**config.mk**
```make
export PLATFORM = sky130hd
export DESIGN_NAME = cmp_share_arbiter_flat
export DESIGN_NICKNAME = d
export VERILOG_FILES = /design/src/rtl/cmp_arb_pkg.sv /design/src/rtl/cmp_share_arbiter_if.sv /design/src/rtl/cmp_share_arbiter_rr_pick.sv /design/src/rtl/comparator4bit.sv /design/src/rtl/cmp_share_arbiter.sv /design/src/flat_wrapper.sv
export SDC_FILE = /design/constraint.sdc
export NUM_CORES = 1
export LEC_CHECK = 0
export CAP_MARGIN = 0
export CORE_ASPECT_RATIO = 1.4
export CORE_MARGIN = 1.5
export CORE_UTILIZATION = 45
export DETAILED_ROUTE_END_ITERATION = 8
export PLACE_DENSITY = 0.75
export SETUP_SLACK_MARGIN = 0.2
export SYNTH_ARGS = -nofsm -noshare
export SYNTH_HDL_FRONTEND = slang
export SYNTH_SLANG_ARGS = --single-unit
```
**constraint.sdc**
```tcl
create_clock -name clk -period 2.7 [get_ports clk]
set_input_delay 0.405 -clock clk [delete_from_list [all_inputs] [get_ports clk]]
set_output_delay 0.405 -clock clk [all_outputs]
set_load 0.005 [all_outputs]
```
**src/rtl/cmp_arb_pkg.sv**
```systemverilog
// Shared encodings for the comparator-sharing arbiter: FSM states and the
// bit positions of the eq/lt/gt result vector.
package cmp_arb_pkg;

  typedef enum logic [1:0] {
    ST_IDLE = 2'd0,
    ST_CMP  = 2'd1,
    ST_RESP = 2'd2
  } state_e;

  localparam int RES_EQ = 0;
  localparam int RES_LT = 1;
  localparam int RES_GT = 2;

endpackage

```
**src/rtl/cmp_share_arbiter_if.sv**
```systemverilog
// Requester-side and response-side handshake bundle of the comparator arbiter.
interface cmp_share_arbiter_if #(
  parameter int NUM_REQ = 4,
  parameter int ID_W    = 2
) ();

  logic [NUM_REQ-1:0]   req_valid;
  logic [4*NUM_REQ-1:0] req_a;
  logic [4*NUM_REQ-1:0] req_b;
  logic [NUM_REQ-1:0]   req_ready;
  logic                 resp_valid;
  logic                 resp_ready;
  logic [ID_W-1:0]      resp_id;
  logic                 resp_eq;
  logic                 resp_lt;
  logic                 resp_gt;

  // Arbiter side.
  modport slave (
    input  req_valid, req_a, req_b, resp_ready,
    output req_ready, resp_valid, resp_id, resp_eq, resp_lt, resp_gt
  );

  // Requester/consumer side.
  modport master (
    output req_valid, req_a, req_b, resp_ready,
    input  req_ready, resp_valid, resp_id, resp_eq, resp_lt, resp_gt
  );

endinterface

```
**src/rtl/cmp_share_arbiter_rr_pick.sv**
```systemverilog
// Combinational round-robin picker: first set request at or after ptr,
// searching upward with wrap-around.
module rr_pick #(
  parameter int NUM_REQ = 4,
  parameter int ID_W    = 2
) (
  input  logic [NUM_REQ-1:0] req,
  input  logic [ID_W-1:0]    ptr,
  output logic [NUM_REQ-1:0] gnt_onehot,
  output logic [ID_W-1:0]    gnt_idx,
  output logic               any_req
);

  logic [ID_W-1:0] idx;

  // NOTE: every variable gets a default before the search so no path leaves
  // one unassigned, which would otherwise infer a latch.
  always_comb begin
    gnt_onehot = '0;
    gnt_idx    = '0;
    any_req    = 1'b0;
    idx        = '0;
    for (int k = 0; k < NUM_REQ; k++) begin
      idx = ID_W'((int'(ptr) + k) % NUM_REQ);
      if (!any_req && req[idx]) begin
        any_req    = 1'b1;
        gnt_idx    = idx;
        gnt_onehot = NUM_REQ'(1) << idx;
      end
    end
  end

endmodule

```
**src/rtl/comparator4bit.sv**
```systemverilog
// The calculator's existing unsigned 4-bit magnitude comparator.
module Comparator4Bit (
  input  logic [3:0] a,
  input  logic [3:0] b,
  output logic       eq,
  output logic       lt,
  output logic       gt
);

  assign eq = (a == b);
  assign lt = (a <  b);
  assign gt = (a >  b);

endmodule

```
**src/rtl/cmp_share_arbiter.sv**
```systemverilog
// Shares one 4-bit comparator among NUM_REQ requesters: round-robin grant,
// one registered compare, tagged result held until the consumer accepts it.
module cmp_share_arbiter
  import cmp_arb_pkg::*;
#(
  parameter int NUM_REQ = 4,
  parameter int ID_W    = 2,
  parameter int CNT_W   = 8
) (
  input  logic                clk,
  input  logic                rst_n,
  cmp_share_arbiter_if.slave  bus,
  output logic                busy,
  output logic [CNT_W-1:0]    op_count
);

  state_e             state_q, state_d;
  logic [ID_W-1:0]    rr_ptr, gnt_idx, id_r;
  logic [NUM_REQ-1:0] gnt_onehot;
  logic               any_req;
  logic [3:0]         a_r, b_r;
  logic [2:0]         cmp_res;

  rr_pick #(.NUM_REQ(NUM_REQ), .ID_W(ID_W)) u_pick (
    .req        (bus.req_valid),
    .ptr        (rr_ptr),
    .gnt_onehot (gnt_onehot),
    .gnt_idx    (gnt_idx),
    .any_req    (any_req)
  );

  Comparator4Bit u_cmp (
    .a  (a_r),
    .b  (b_r),
    .eq (cmp_res[RES_EQ]),
    .lt (cmp_res[RES_LT]),
    .gt (cmp_res[RES_GT])
  );

  // The acceptance pulse is gated by rst_n so it stays low while held in reset.
  assign bus.req_ready = (state_q == ST_IDLE && rst_n) ? gnt_onehot : '0;
  assign busy          = (state_q != ST_IDLE);

  always_comb begin
    state_d = state_q;
    unique case (state_q)
      ST_IDLE: if (any_req)        state_d = ST_CMP;
      ST_CMP:                      state_d = ST_RESP;
      ST_RESP: if (bus.resp_ready) state_d = ST_IDLE;
      default:                     state_d = ST_IDLE;
    endcase
  end

  // NOTE: sequential state uses non-blocking assignments so every register
  // samples pre-edge values, independent of block ordering.
  always_ff @(posedge clk or negedge rst_n) begin
    if (!rst_n) state_q <= ST_IDLE;
    else        state_q <= state_d;
  end

  always_ff @(posedge clk or negedge rst_n) begin
    if (!rst_n) begin
      rr_ptr         <= '0;
      id_r           <= '0;
      a_r            <= '0;
      b_r            <= '0;
      bus.resp_valid <= 1'b0;
      bus.resp_id    <= '0;
      bus.resp_eq    <= 1'b0;
      bus.resp_lt    <= 1'b0;
      bus.resp_gt    <= 1'b0;
      op_count       <= '0;
    end else begin
      unique case (state_q)
        ST_IDLE: if (any_req) begin
          a_r    <= bus.req_a[{gnt_idx, 2'b00} +: 4];
          b_r    <= bus.req_b[{gnt_idx, 2'b00} +: 4];
          id_r   <= gnt_idx;
          rr_ptr <= (gnt_idx == ID_W'(NUM_REQ - 1)) ? '0 : gnt_idx + 1'b1;
        end
        ST_CMP: begin
          bus.resp_eq    <= cmp_res[RES_EQ];
          bus.resp_lt    <= cmp_res[RES_LT];
          bus.resp_gt    <= cmp_res[RES_GT];
          bus.resp_id    <= id_r;
          bus.resp_valid <= 1'b1;
        end
        ST_RESP: if (bus.resp_ready) begin
          bus.resp_valid <= 1'b0;
          op_count       <= op_count + 1'b1;
        end
        default: ;
      endcase
    end
  end

endmodule

```
**src/flat_wrapper.sv**
```systemverilog
// flat-port wrapper written by rule: the top's interface ports become plain ports
module cmp_share_arbiter_flat import cmp_arb_pkg::*;
#(
  parameter int NUM_REQ = 4,
  parameter int ID_W    = 2,
  parameter int CNT_W   = 8
)
  (clk, rst_n, busy, op_count, bus_req_valid, bus_req_a, bus_req_b, bus_resp_ready, bus_req_ready, bus_resp_valid, bus_resp_id, bus_resp_eq, bus_resp_lt, bus_resp_gt);
  cmp_share_arbiter_if #(.NUM_REQ(NUM_REQ), .ID_W(ID_W)) bus_i ();
  input  logic clk;
  input  logic rst_n;
  output logic busy;
  output logic [CNT_W-1:0] op_count;
  input wire logic [$bits(bus_i.req_valid)-1:0] bus_req_valid;
  input wire logic [$bits(bus_i.req_a)-1:0] bus_req_a;
  input wire logic [$bits(bus_i.req_b)-1:0] bus_req_b;
  input wire logic [$bits(bus_i.resp_ready)-1:0] bus_resp_ready;
  output wire logic [$bits(bus_i.req_ready)-1:0] bus_req_ready;
  output wire logic [$bits(bus_i.resp_valid)-1:0] bus_resp_valid;
  output wire logic [$bits(bus_i.resp_id)-1:0] bus_resp_id;
  output wire logic [$bits(bus_i.resp_eq)-1:0] bus_resp_eq;
  output wire logic [$bits(bus_i.resp_lt)-1:0] bus_resp_lt;
  output wire logic [$bits(bus_i.resp_gt)-1:0] bus_resp_gt;
  assign bus_i.req_valid = bus_req_valid;
  assign bus_i.req_a = bus_req_a;
  assign bus_i.req_b = bus_req_b;
  assign bus_i.resp_ready = bus_resp_ready;
  assign bus_req_ready = bus_i.req_ready;
  assign bus_resp_valid = bus_i.resp_valid;
  assign bus_resp_id = bus_i.resp_id;
  assign bus_resp_eq = bus_i.resp_eq;
  assign bus_resp_lt = bus_i.resp_lt;
  assign bus_resp_gt = bus_i.resp_gt;
  cmp_share_arbiter #(.NUM_REQ(NUM_REQ), .ID_W(ID_W), .CNT_W(CNT_W)) u_core (.clk(clk), .rst_n(rst_n), .bus(bus_i), .busy(busy), .op_count(op_count));
endmodule
```
==> summary.txt <==
Run status
  – Status: finished, violations left
  – Violated checks: negative setup slack

Route
  – DR top layer: met4
  – ANT nets after route: 0
  – Vias: 2186
  – Drt via density: 5.58
  – DRC Markers: 0
  – Initial DRC Count: 60
  – Met3 routed WL: 244 um
  – Routed Wire Length: about 6000 um
  – Met1 wire length: roughly 2400 um
  – TritonRoute pass-1 iters: 4
  – Met2 routed WL: 3350 um
  – Drt wl/cell: 15.7 um

Clock network
  – CTS tree: done
  – Root Buffer: clkbuf_8
  – TritonCTS Sinks: 28
  – Clk slew on worst S/H paths: around 0.10 ns
  – Num CTS Buffers: 3
  – CTS max path bufs: 2
  – Later-pin clock latency in the skew report: approximately 0.28 ns
  – H-tree depth: 1

Synthesis
  – Register area share after synthesis: between 30% and 40%
  – Synthesis-stage register bit count: 28
  – YS warnings: 0
  – Cells after synthesis: 240
  – Top FF cell, synth: dfrtp_1
  – Cell variety after synth: 53
  – Async SR Flop Fraction: 100%
  – Syn Nets: 291
  – Post-Syn Area: 2330 um^2
  – Post-synth EDFFs: 0
  – Syn avg cell area: 9.72 um^2

Power and ir drop
  – Pwr Density: between 1000 and 1500 nW/um^2
  – Lkg Pwr: around 1.5 nW
  – Clock share of power: 8.2%
  – Internal: 2.37 mW
  – Peak supply drop: 0.527 mV
  – Logic pwr share: 74.0%
  – Switching share of power: 42.4%
  – Flop pwr share: between 10% and 20%
  – Sw Pwr: about 1.7 mW
  – Overall power: slightly above 4 mW

Global routing
  – Gr ovfl total: 0
  – Largest net degree at the start of global routing: 29
  – GRT Overall Usage: between 20% and 30%
  – Vias in the first global route: 2165
  – Initial antenna violation count: 0
  – First-pass GRT wire length: 9740 um

Die
  – IO Count: between 50 and 60
  – Die Ht: slightly below 90 um
  – Initial Util: 47.5%
  – Die area: 5630 um^2
  – Die width: approximately 64 um
  – Cell Rows: 30
  – Placeable core area: 4920 um^2

Timing
  – Slew margin rel.: 75.5%
  – PnR worst setup slack: -0.0213 ns
  – Final Hold Violating Endpoints: 0
  – Skew final: 0.00437 ns
  – Pins Over Slew Limit: 0
  – Measured slew at the worst slew-check pin: 0.368 ns
  – Unrepaired setup endpoints after global routing: yes
  – Period minus WS final: 2.72 ns
  – Max Fclk: 367 MHz
  – Period Utilization, post-route: 101%
  – WHS: 0.474 ns
  – # setup viols final: 3

Placed design
  – Pre-CTS setup slack: -0.361 ns
  – Gpl congestion: a little over 0.8
  – Post-DP HPWL: 4620 um
  – Port Buf Inserts: 57

Final layout
  – Post-layout util: 68.8%
  – Fill cell total of the finished layout: 389
  – Nets: between 300 and 400
  – Share of cells above drive strength 1: 30.2%
  – Area growth syn-to-layout: 45.0%
  – Antenna cells: 0

Critical path
  – Crit-path max FO: 4
  – Req. time, crit path: about 2.3 ns
  – Crit path DAT: 2.32 ns
  – CP Capture Type: primary output
  – CP Class: register to primary output
  – Setup crit start kind: register

Min path
  – Hold WC Path Type: register to register

Run
  – Max-Cap Viols: 0
[synthesized netlist by cell type, types with 4 or more instances]
library cell	number	share of area [%]
nand3_1	8	1.7
xnor2_1	6	2.3
mux2_2	12	5.8
nand2b_1	4	1.1
ha_1	12	6.4
nor3_1	7	1.5
nor2_1	15	2.4
a21oi_1	13	2.8
dfrtp_1	28	30
and3_1	4	1.1
o21ai_0	5	1.1
nand2_1	38	6.1
a22oi_1	4	1.3
a22o_2	4	1.7
a21o_1	5	1.6
inv_1	10	1.6
mux2i_1	6	2.6
[layer usage]
metal | global-route usage (%) | vias to the layer above
li1 | - | 1060
met1 | 24.3 | 1029
met2 | 42.8 | 78
met3 | 2.96 | 19
met4 | 10.5 | 0
met5 | 0 | -
[worst max-delay path, stage by stage (launching register included)]
cell and delay [ns]:
dfrtp_1 0.38, inv_2 0.06, ha_4 0.28, mux4_2 0.59, nor3b_4 0.28, buf_6 0.14
a22oi_2 0.04, a21oi_1 0.13, buf_2 0.13
[cell type report]
type / count / area [um^2] / share of cell area [%]
inverter: 10 / 37.5 / 1.11
timing repair buffer: 92 / 862 / 25.5
clock inverter: 1 / 30.0 / 0.888
sequential: 28 / 701 / 20.7
tap: 64 / 80.1 / 2.37
multi-input combinational: 194 / 1630 / 48.2
clock buffer: 3 / 41.3 / 1.22
[final timing paths]
check	slack, ns	cells after the start	startpoint	endpoint
max in group asynchronous	1.90	2	rst_n	u_core.id_r[1]
hold / removal	0.47	1	u_core.op_count[7]	u_core.op_count[7]
setup reg to reg	0.08	10	u_core.rr_ptr[0]	u_core.a_r[3]
min in group asynchronous	0.53	2	rst_n	u_core.rr_ptr[1]
hold reg to reg	0.47	1	u_core.op_count[7]	u_core.op_count[7]
setup / recovery	-0.02	8	u_core.rr_ptr[0]	bus_req_ready[1]
[state kept, by name, indices dropped and copies added (netlist names)]
name / cells
u_core.bus.resp_gt: 1
u_core.rr_ptr: 2
u_core.b_r: 4
u_core.bus.resp_valid: 1
u_core.bus.resp_eq: 1
u_core.state_q: 2
u_core.id_r: 2
u_core.a_r: 4
u_core.bus.resp_lt: 1
u_core.bus.resp_id: 2
u_core.op_count: 8
[cell usage in the layout, fill, tap and decap left out, types with 3 or more instances in the layout]
cell type,n
o21ai_4,3
mux2_4,3
nor3_1,7
clkbuf_8,3
mux2_2,12
buf_2,4
a22oi_2,3
a21oi_1,12
a21o_1,5
nand3_1,8
nand2b_1,4
a22o_2,3
clkdlybuf4s50_1,52
xnor2_1,6
o22ai_1,3
dfrtp_1,28
and3_1,4
o21ai_0,5
buf_4,30
mux2i_1,6
nand2_1,37
mux4_2,3
a211o_1,3
nor2_1,14
inv_1,8
ha_1,11
[repair_timing]
action                                  CTS  global route
hold buffers                              0             0
gates resized for setup                  29             7
endpoints found under the setup margin   12            12
setup buffers                             3             2
gates cloned                              0             1
pin swaps                                 7             4
[stage by stage]
stage | instances | instance area [um^2] | setup TNS [ns]
2_1_floorplan | 240 | 2350 | -0.740
3_3_place_gp | 382 | 3160 | -1.58
3_5_place_dp | 382 | 3160 | -2.36
4_1_cts | 389 | 3310 | -0.0388
5_1_grt | 392 | 3380 | -0.381
6_report | 392 | 3380 | -0.0301
[kinds of logic after synthesis]
group	after synthesis	synth area share (%)
xor gates and xnor gates	8	3.00
muxes	27	16.2
DFF	28	30.0
adders and majority gates	12	6.43
AOI/OAI and AO/OA	56	20.4
buffers and inverters	18	4.02
and+or+nand+nor	91	19.9
[power groups by stage]
stage / combinational, mW / clock (mW) / sequential [mW]
after floorplan: 1.81 / 0 / 0.734
after global placement: 2.64 / 0 / 0.732
after detailed placement: 2.70 / 0 / 0.737
after CTS: 2.89 / 0.339 / 0.730
after global routing: 3.28 / 0.357 / 0.758
final: 3.04 / 0.335 / 0.735
Note: power is estimated with default switching activity, not from simulation.
